==> config.mk <==
export PLATFORM = sky130hd
export DESIGN_NAME = ysyx_24110015_ifu
export DESIGN_NICKNAME = d
export VERILOG_FILES = /design/src/rtl/ysyx_24110015_ifu_pkg.sv /design/src/rtl/ysyx_24110015_Reg.sv /design/src/rtl/ysyx_24110015_ifu.sv
export SDC_FILE = /design/constraint.sdc
export NUM_CORES = 1
export LEC_CHECK = 0
export ABC_AREA = 1
export ABC_CLOCK_PERIOD_IN_PS = 1200
export BUFFER_PORTS_ARGS = -buffer_cell sky130_fd_sc_hd__buf_2
export CAP_MARGIN = 20
export CORE_ASPECT_RATIO = 1.75
export CORE_MARGIN = 5
export CORE_UTILIZATION = 42
export CTS_CLUSTER_DIAMETER = 50
export DETAILED_ROUTE_END_ITERATION = 12
export GPL_ROUTABILITY_DRIVEN = 0
export PLACE_DENSITY = 0.89
export SYNTH_ARGS = -nofsm -noshare
export SYNTH_HDL_FRONTEND = slang
export SYNTH_SLANG_ARGS = --single-unit
==> constraint.sdc <==
create_clock -name clk -period 1.2 [get_ports clk]
set_input_delay 0.24 -clock clk [delete_from_list [all_inputs] [get_ports clk]]
set_output_delay 0.24 -clock clk [all_outputs]
set_load 0.05 [all_outputs]
==> src/rtl/ysyx_24110015_ifu_pkg.sv <==
// Shared IFU constants: FSM encodings, reset PC, read-response codes.
package ysyx_24110015_ifu_pkg;

  typedef enum logic [1:0] {
    S_AR  = 2'd0,
    S_R   = 2'd1,
    S_OUT = 2'd2,
    S_NPC = 2'd3
  } ifu_state_e;

  localparam logic [31:0] IFU_RESET_PC = 32'h8000_0000;
  localparam logic [1:0]  RRESP_OKAY   = 2'b00;
  // Instruction word handed to decode when the fetch faulted.
  localparam logic [31:0] INST_FAULT   = 32'h0000_0000;

  function automatic logic resp_is_fault(input logic [1:0] resp);
    return resp != RRESP_OKAY;
  endfunction

endpackage

==> src/rtl/ysyx_24110015_Reg.sv <==
// Width-parameterised register with synchronous reset value and write enable.
module ysyx_24110015_Reg #(
  parameter int               WIDTH     = 32,
  parameter logic [WIDTH-1:0] RESET_VAL = '0
) (
  input  logic             clk,
  input  logic             rst,
  input  logic [WIDTH-1:0] din,
  input  logic             wen,
  output logic [WIDTH-1:0] dout
);

  logic [WIDTH-1:0] dout_q;

  // Hold value unless written; reset wins over a write.
  always_ff @(posedge clk) begin
    if (rst)      dout_q <= RESET_VAL;
    else if (wen) dout_q <= din;
  end

  assign dout = dout_q;

endmodule

==> src/rtl/ysyx_24110015_ifu.sv <==
// Instruction fetch unit: one outstanding read per instruction,
// AR -> R -> OUT -> NPC, PC advanced only by the write-back strobe.
module ysyx_24110015_ifu
  import ysyx_24110015_ifu_pkg::*;
#(
  parameter logic [31:0] RESET_PC = IFU_RESET_PC
) (
  input  logic        clk,
  input  logic        rst,
  // read-address channel
  output logic [31:0] araddr,
  output logic        arvalid,
  input  logic        arready,
  // read-data channel
  input  logic [31:0] rdata,
  input  logic [1:0]  rresp,
  input  logic        rvalid,
  output logic        rready,
  // toward decode
  output logic [31:0] inst,
  output logic [31:0] pc_o,
  output logic        out_valid,
  input  logic        out_ready,
  output logic        ifault,
  // next-PC from write-back
  input  logic        npc_valid,
  input  logic [31:0] dnpc
);

  ifu_state_e  state_q, state_d;
  logic [31:0] inst_q, inst_d;
  logic        ifault_q, ifault_d;
  logic        arvalid_q, arvalid_d;
  logic        rready_q, rready_d;
  logic        out_valid_q, out_valid_d;
  logic [31:0] pc_q;
  logic        pc_wen;
  logic        fault;

  ysyx_24110015_Reg #(
    .WIDTH    (32),
    .RESET_VAL(RESET_PC)
  ) u_pc (
    .clk (clk),
    .rst (rst),
    .din (dnpc),
    .wen (pc_wen),
    .dout(pc_q)
  );

  assign fault = resp_is_fault(rresp);

  // Next-state / capture logic; each input is only looked at in its own state,
  // so stale rvalid or early npc_valid fall through untouched.
  always_comb begin
    state_d  = state_q;
    inst_d   = inst_q;
    ifault_d = ifault_q;
    pc_wen   = 1'b0;
    case (state_q)
      S_AR:  if (arready) state_d = S_R;
      S_R:   if (rvalid) begin
               state_d  = S_OUT;
               ifault_d = fault;
               inst_d   = fault ? INST_FAULT : rdata;
             end
      S_OUT: if (out_ready) state_d = S_NPC;
      S_NPC: if (npc_valid) begin
               state_d = S_AR;
               pc_wen  = 1'b1;
             end
      default: state_d = S_AR;
    endcase
    // Handshake outputs are registered off the next state.
    arvalid_d   = (state_d == S_AR);
    rready_d    = (state_d == S_R);
    out_valid_d = (state_d == S_OUT);
  end

  // FSM state, captured instruction and registered handshake outputs.
  always_ff @(posedge clk) begin
    if (rst) begin
      state_q     <= S_AR;
      inst_q      <= '0;
      ifault_q    <= 1'b0;
      arvalid_q   <= 1'b1;
      rready_q    <= 1'b0;
      out_valid_q <= 1'b0;
    end else begin
      state_q     <= state_d;
      inst_q      <= inst_d;
      ifault_q    <= ifault_d;
      arvalid_q   <= arvalid_d;
      rready_q    <= rready_d;
      out_valid_q <= out_valid_d;
    end
  end

  assign araddr    = pc_q;
  assign pc_o      = pc_q;
  assign arvalid   = arvalid_q;
  assign rready    = rready_q;
  assign out_valid = out_valid_q;
  assign inst      = inst_q;
  assign ifault    = ifault_q;

endmodule

---- Yosys cells after proc, flatten, opt, wreduce, memory -nomap -nowiden ----
Index checks and enable logic that the tools add are counted.
word-level totals
  register bits after elaboration ......... 70
  bits of input ports ..................... 72
  output and inout port bits .............. 100
  logic and storage cells ................. 24
operators by class
  equal/unequal tests ..................... 5
  muxes and demuxes ....................... 8
  reductions and logical operators ........ 4
operators with widths
  kind                  count
  $mux W32              1
  $mux W2               4
  $pmux W2 S4           1
  $eq A2 B2 Y1 const B  3
  $eq A2 B1 Y1 const B  2
  $logic_not A2 Y1      2
  $mux W1               2
  $reduce_and A2 Y1     1
  $reduce_bool A2 Y1    1

---- Logic depth before layout (Yosys ltp) ----
Gate-level depths: netlist of the first run.
  depth in word-level cells ............... 3
  gate-level depth with buffers ........... 7
  depth with buffers taken out ............ 6

---- By module ----
From an unflattened synthesis of the first run, not the netlist that was laid out.
unflattened totals
  cells, all modules ...................... 408
  area, all modules ....................... 3014.1 um^2
modules (own cells, without submodules)
  module             instances  cells each  area an instance (um^2)  sequential area each (um^2)
  ysyx_24110015_ifu  1          206         1677.9                   760.7
  ysyx_24110015_Reg  1          202         1336.3                   640.6

---- Worst setup path before layout of the first run ----
Ideal clock, no wire load.
  path type ............................... reg2out
  start ................................... register u_pc.dout_q[31], in the netlist u_pc.dout[31]
  end ..................................... output port pc_o[31]
  arrival ................................. 0.913 ns
  data required time ...................... 0.960 ns
  setup slack ............................. 0.047 ns
  cell stages (with the launch flop) ...... 2
  path buffers ............................ 1
  path through ............................ dfxtp_1 buf_4
RTL lines
  item                    line                     source
  from (decl)             ysyx_24110015_Reg.sv:13  logic [WIDTH-1:0] dout_q;
  from (signal assigned)  ysyx_24110015_Reg.sv:18  else if (wen) dout_q <= din;
  to (decl)               ysyx_24110015_ifu.sv:21  output logic [31:0] pc_o,
No word-level cell between the ends.

---- Worst setup path in the final report of the first run ----
  start ................................... register u_pc.dout_q[31], in the netlist u_pc.dout[31]
  end ..................................... output port pc_o[31]
No word-level cell between the ends.

==> impl_metrics.csv, run 1 <==
group,metric,value,unit
power_and_ir_drop,power_density,1430,nW/um^2
critical_path,cp_slowest_cell,"dfxtp_1",
detailed_routing,postRouteAntennaNets,0,
sta,slew_viol_final,0,
power_and_ir_drop,p_total,5.61,mW
cts,htreeDepth,3,
critical_path,worstPathCellList,"buf_2",
cts,cts_made_buffers,9,
finish,layout_common_cells,"126 x buf_2, 73 x nand2_1, 68 x dfxtp_1",
power_and_ir_drop,p_seq_share,43.4,%
critical_path,critPathTopFamily,"flip-flops",
critical_path,cp_slowest_stage_delay,0.35,ns
finish,fin_area,3910,um^2
critical_path,critPathKind,"flip-flop to output pin",
grt,grt_overflow_total,0,
outcome,status,"finished clean",
power_and_ir_drop,pwr-share-comb,13.3,%
sta,rsz0062_at_grt,"yes",
sta,fmax,0.849,GHz
power_and_ir_drop,power.switching,1.42,mW
cts,hold_buffers,0,
grt,track_usage,15.1,%
grt,antenna_found_initial,0,
critical_path,worst-endpoint-required,0.96,ns
placement,dp_cells,550,
synth,netlist.area_leader.share,50.7,%
detailed_routing,drt_iter0_markers,95,
cts,post_cts_buffers,0,
min_path,hold_end,"inst[19]",
min_path,hold_start,"rdata[19]",
cts,cts-root-buf,"clkbuf_16",
die,die_height,117,um
job,max_cap_viol_count,0,
sta,worst_slew_pin_slew,0.260,ns
min_path,hp-class,"input port to flip-flop",
power_and_ir_drop,swShare,25.3,%
grt,grt_pass1_wl,10200,um
cts,cts_sinks,70,
synth,synth_cell_types,19,
sta,fin_crit_sh,98.2,%
sta,finalHoldViolations,0,
synth,ys_seq_area_share,50.7,%
sta,setup_tns,0,ns
synth,netlist_area,2760,um^2
critical_path,rr_endpoint,"inst[31]",
critical_path,r2r_start,"state_q[1]",
die,fp.dieW,71.3,um
power_and_ir_drop,ir_drop,0.000937,V
detailed_routing,drc,0,
finish,final_cells,567,
detailed_routing,viasPerCell,4.58,
critical_path,ff2ff_setup_slack,0.06,ns
synth,syn_avg_cell_area,8.05,um^2
power_and_ir_drop,pwr-share-clk,43.4,%
placement,numPortBuffers,171,
placement,dpl-instance-area,3470,um^2
cts,clk_pin_slew,0.05,ns
synth,syn_inst,343,
cts,clock_path_buffers,2,
critical_path,crit_buf_inv,1,
cts,cts_tree,"done",
critical_path,worstRegToRegCells,6,
cts,clk_latency,0.31,ns
finish,syn_to_final_growth,41.6,%
placement,dp_hpwl,5190,um
detailed_routing,wl,7100,um
finish,final_common_cell,"buf_2",
die,ios,172,
sta,fin_crit,1.18,ns
finish,fin_nets,552,
die,start_util,42.5,%
finish,drive_gt1_share,41.4,%
power_and_ir_drop,power_leakage,1.86,nW
grt,grt_pass1_vias,2411,
synth,synth_area_leaders,"dfxtp_1 51%, a21oi_1 11%, nand2_1 9.9%",
sta,fin_skew,0.00571,ns
critical_path,crit_fanout,3,
synth,synth_nets,415,
detailed_routing,wl_per_cell,12.5,um
synth,yosysWarnings,0,
grt,grt_max_degree,64,
die,die_area,8360,um^2
power_and_ir_drop,p_int,4.19,mW
die,design.core.area,6490,um^2
sta,setup_viol,0,
detailed_routing,first_pass_iters,4,
sta,max_slew_margin,82.8,%
sta,hold_ws,0.166,ns
die,rows,39,
critical_path,start_kind,"flip-flop",
critical_path,end_kind,"output pin",
critical_path,cp.arrival,0.94,ns
detailed_routing,num_vias,2595,
synth,ys_ff_latch,70,
finish,diodes,0,
synth,yosys.area.top_type,"dfxtp_1",
min_path,min_path_cells,3,
[layout make-up]
| cell class | count | area [um^2] |
|---|---|---|
| clock buffers | 13 | 270 |
| clock inverters | 3 | 17.5 |
| fillers | 545 | 2580 |
| inverters | 40 | 150 |
| multi-input cells | 181 | 863 |
| flip-flops and latches | 70 | 1410 |
| well taps | 82 | 103 |
| repair buffers | 178 | 1100 |
[worst max-delay path by stage]
stage                   from   endpoint  slack, ns  cells past startpoint
2_1_floorplan  u_pc.dout[31]   pc_o[31]       0.05                      1
3_3_place_gp      state_q[1]     ifault       0.07                      6
3_5_place_dp      state_q[1]     ifault       0.03                      6
4_1_cts        u_pc.dout[19]   pc_o[19]      -0.01                      1
5_1_grt         u_pc.dout[9]  araddr[9]      -0.03                      1
6_report       u_pc.dout[31]   pc_o[31]       0.02                      1
[worst register-to-register path: cells and delay by family (launching register included)]
family                 cells  cell delay, ns
AO/OA/AOI/OAI              1            0.12
buffers and inverters      2            0.28
flip-flops                 1            0.36
AND/OR/NAND/NOR            3            0.31
[synthesized netlist by cell type]
cell,number
o21ai_1,7
and2_1,1
dfxtp_1,70
a21oi_1,63
clkbuf_2,1
clkbuf_1,8
inv_1,39
inv_2,1
nand4_1,1
nand2_1,73
nand3_1,4
nor2_8,1
nand3_4,2
buf_4,34
buf_2,6
buf_6,3
nand3b_1,1
o21ai_0,25
nor2_1,3
[cells by family (layout without fill, tap and decap cells)]
| family | count (synthesis) | in the layout | share of synthesized area, % |
|---|---|---|---|
| and+or+nand+nor | 86 | 86 | 13.8 |
| DFF | 70 | 70 | 50.7 |
| buffers and inverters | 92 | 234 | 18.3 |
| AOI/OAI and AO/OA | 95 | 95 | 17.2 |
[layer usage]
metal  routed length [um]  GRT usage (%)  up-vias
li1                     -              -     1333
met1                 2480           14.7     1136
met2                 3860           28.8      114
met3                  634           4.36       12
met4                  130           7.03        0
met5                    0              0        -
[power by group through the flow]
stage / Combinational (mW) / Sequential (mW) / Clock [mW]
2_1_floorplan: 0.319 / 2.66 / 0
3_5_place_dp: 0.720 / 2.48 / 0
6_report: 0.745 / 2.43 / 2.43
3_3_place_gp: 0.711 / 2.47 / 0
4_1_cts: 0.725 / 2.43 / 2.51
5_1_grt: 0.799 / 2.44 / 2.59
[sequential cells by signal, indices dropped and copies added, names as in the netlist]
name,cells
inst,32
u_pc.dout,32
state_q,2
arvalid,1
ifault,1
out_valid,1
rready,1
[stage by stage]
stage,setup slack (ns),util (%)
detailed placement,0.0321,53.5
finish,0.0216,60.3
CTS,-0.0146,58.3
global route,-0.0261,60.3
global placement,0.0681,53.5
floorplan,0.0467,-
[what timing repair did]
item,4_1_cts,5_1_grt
hold endpoints to repair,0,0
cloned,0,1
endpoints found under the setup margin,10,91
gates resized for setup,8,47
Power figures use the tool's default switching activity.
==> run 2, diff against run 1 <==
--- a/config.mk
+++ b/config.mk
@@ -10,7 +10,7 @@
 export BUFFER_PORTS_ARGS = -buffer_cell sky130_fd_sc_hd__buf_2
 export CAP_MARGIN = 20
 export CORE_ASPECT_RATIO = 1.75
-export CORE_MARGIN = 5
+export CORE_MARGIN = 4
 export CORE_UTILIZATION = 42
 export CTS_CLUSTER_DIAMETER = 50
 export DETAILED_ROUTE_END_ITERATION = 12
==> impl_metrics.csv, run 2 (synthesized netlist as in run 1, its figures left out) <==
group,metric,value,unit
grt,grt_pass1_vias,2392,
power_and_ir_drop,ir_drop,0.00103,V
cts,clk_latency,0.34,ns
sta,fin_crit_sh,97.7,%
critical_path,startpoint,"u_pc.dout[18]",
critical_path,crit_buf_inv,1,
sta,fin_skew,0.00515,ns
detailed_routing,drc,0,
grt,antenna_found_initial,0,
detailed_routing,wl_met1,2580,um
detailed_routing,viasPerCell,4.67,
sta,max_slew_margin,82.8,%
detailed_routing,postRouteAntennaNets,0,
cts,cts_made_buffers,9,
die,design.core.area,6280,um^2
placement,dp_hpwl,5220,um
sta,fin_crit,1.17,ns
sta,fmax,0.853,GHz
placement,dpl-instance-area,3470,um^2
critical_path,worstPathCellList,"buf_4",
detailed_routing,first_pass_iters,4,
power_and_ir_drop,p_total,4.76,mW
cts,cts_tree,"done",
cts,hold_buffers,0,
finish,layout_common_cells,"75 x buf_2, 73 x nand2_1, 66 x dfxtp_1",
critical_path,critPathKind,"flip-flop to output pin",
cts,clk_pin_slew,0.06,ns
critical_path,end_kind,"output pin",
power_and_ir_drop,power_leakage,1.83,nW
sta,rsz0062_at_grt,"yes",
critical_path,start_kind,"flip-flop",
grt,grt_max_degree,64,
placement,numPortBuffers,171,
sta,slew_viol_final,0,
detailed_routing,wl,7370,um
critical_path,cp_slowest_cell,"dfxtp_1",
cts,cts_sinks,70,
finish,syn_to_final_growth,44.0,%
cts,htreeDepth,3,
finish,diodes,0,
job,max_cap_viol_count,0,
detailed_routing,top_layer,"met4",
cts,post_cts_buffers,0,
finish,final_common_cell,"buf_2",
grt,grt_overflow_total,0,
critical_path,critPathTopFamily,"flip-flops",
detailed_routing,drt_iter0_markers,65,
die,die_area,7990,um^2
critical_path,cp.arrival,0.93,ns
cts,cts-root-buf,"clkbuf_8",
finish,postLayoutCoreUtil,63.4,%
grt,grt_pass1_wl,10900,um
die,ios,172,
detailed_routing,dr_wl_met2,4020,um
power_and_ir_drop,power_density,1200,nW/um^2
die,start_util,44.0,%
finish,drive_gt1_share,41.4,%
die,fp.dieW,69.3,um
finish,fin_nets,554,
die,rows,38,
min_path,hp-class,"input port to flip-flop",
outcome,status,"finished clean",
detailed_routing,wl_per_cell,13.0,um
sta,setup_tns,0,ns
detailed_routing,routed-wl-met3,580,um
cts,clock_path_buffers,2,
sta,worst_slew_pin_slew,0.260,ns
sta,finalHoldViolations,0,
sta,setup_viol,0,
min_path,hold_start,"rdata[26]",
critical_path,worst-endpoint-required,0.96,ns
critical_path,crit_fanout,3,
critical_path,cp_slowest_stage_delay,0.38,ns
grt,track_usage,17.1,%
critical_path,r2r_start,"state_q[1]",
detailed_routing,num_vias,2637,
finish,fin_area,3980,um^2
die,die_height,115,um
[run 2: layout make-up]
class | count | area, um^2
clock inverter | 2 | 10.0
tap | 80 | 100
multi-input combinational | 181 | 860
sequential | 70 | 1410
clock buffer | 12 | 145
fill | 507 | 2300
inverter | 40 | 150
timing repair buffer | 180 | 1310
[run 2: metal layers]
| metal | global-route usage, % | up-vias |
|---|---|---|
| met2 | 31.3 | 124 |
| met3 | 5.34 | 15 |
| li1 | - | 1332 |
| met1 | 16.9 | 1166 |
| met4 | 10.0 | 0 |
| met5 | 0 | - |
[run 2: metrics by stage]
step                      hold WS, ns  setup slack [ns]  cells
after floorplan                 0.383            0.0467    343
after global placement          0.439            0.0693    550
after detailed placement        0.447           -0.0201    550
after CTS                       0.124           -0.0519    564
after global routing            0.132           -0.0387    565
final                           0.147            0.0274    565
[run 2: final timing paths]
kind | slack, ns | endpoint | depth (start not counted)
min | 0.15 | inst[26] | 3
max reg2reg | 0.06 | inst[3] | 6
max | 0.03 | araddr[18] | 1
min reg2reg | 0.46 | u_pc.dout[11] | 2
[run 2: report_power, final]
part           switching (mW)  internal (mW)  total (mW)
clock                   0.770          0.777        1.55
combinational           0.504          0.272       0.775
sequential             0.0475           2.39        2.43
total                    1.32           3.44        4.76
[run 2: repair_timing]
| action | in CTS | in global routing |
|---|---|---|
| pin swaps | 0 | 0 |
| endpoints found under the hold margin | 0 | 0 |
| gates cloned | 0 | 1 |
| endpoints found under the setup margin | 81 | 75 |
| gates resized for setup | 72 | 56 |
[run 2: tightest hold or removal path, delay by kind of cell]
kind,cells,cell delay (ns)
AOI/OAI and AO/OA,1,0.05
buffers and inverters,1,0.09
and+or+nand+nor,1,0.05
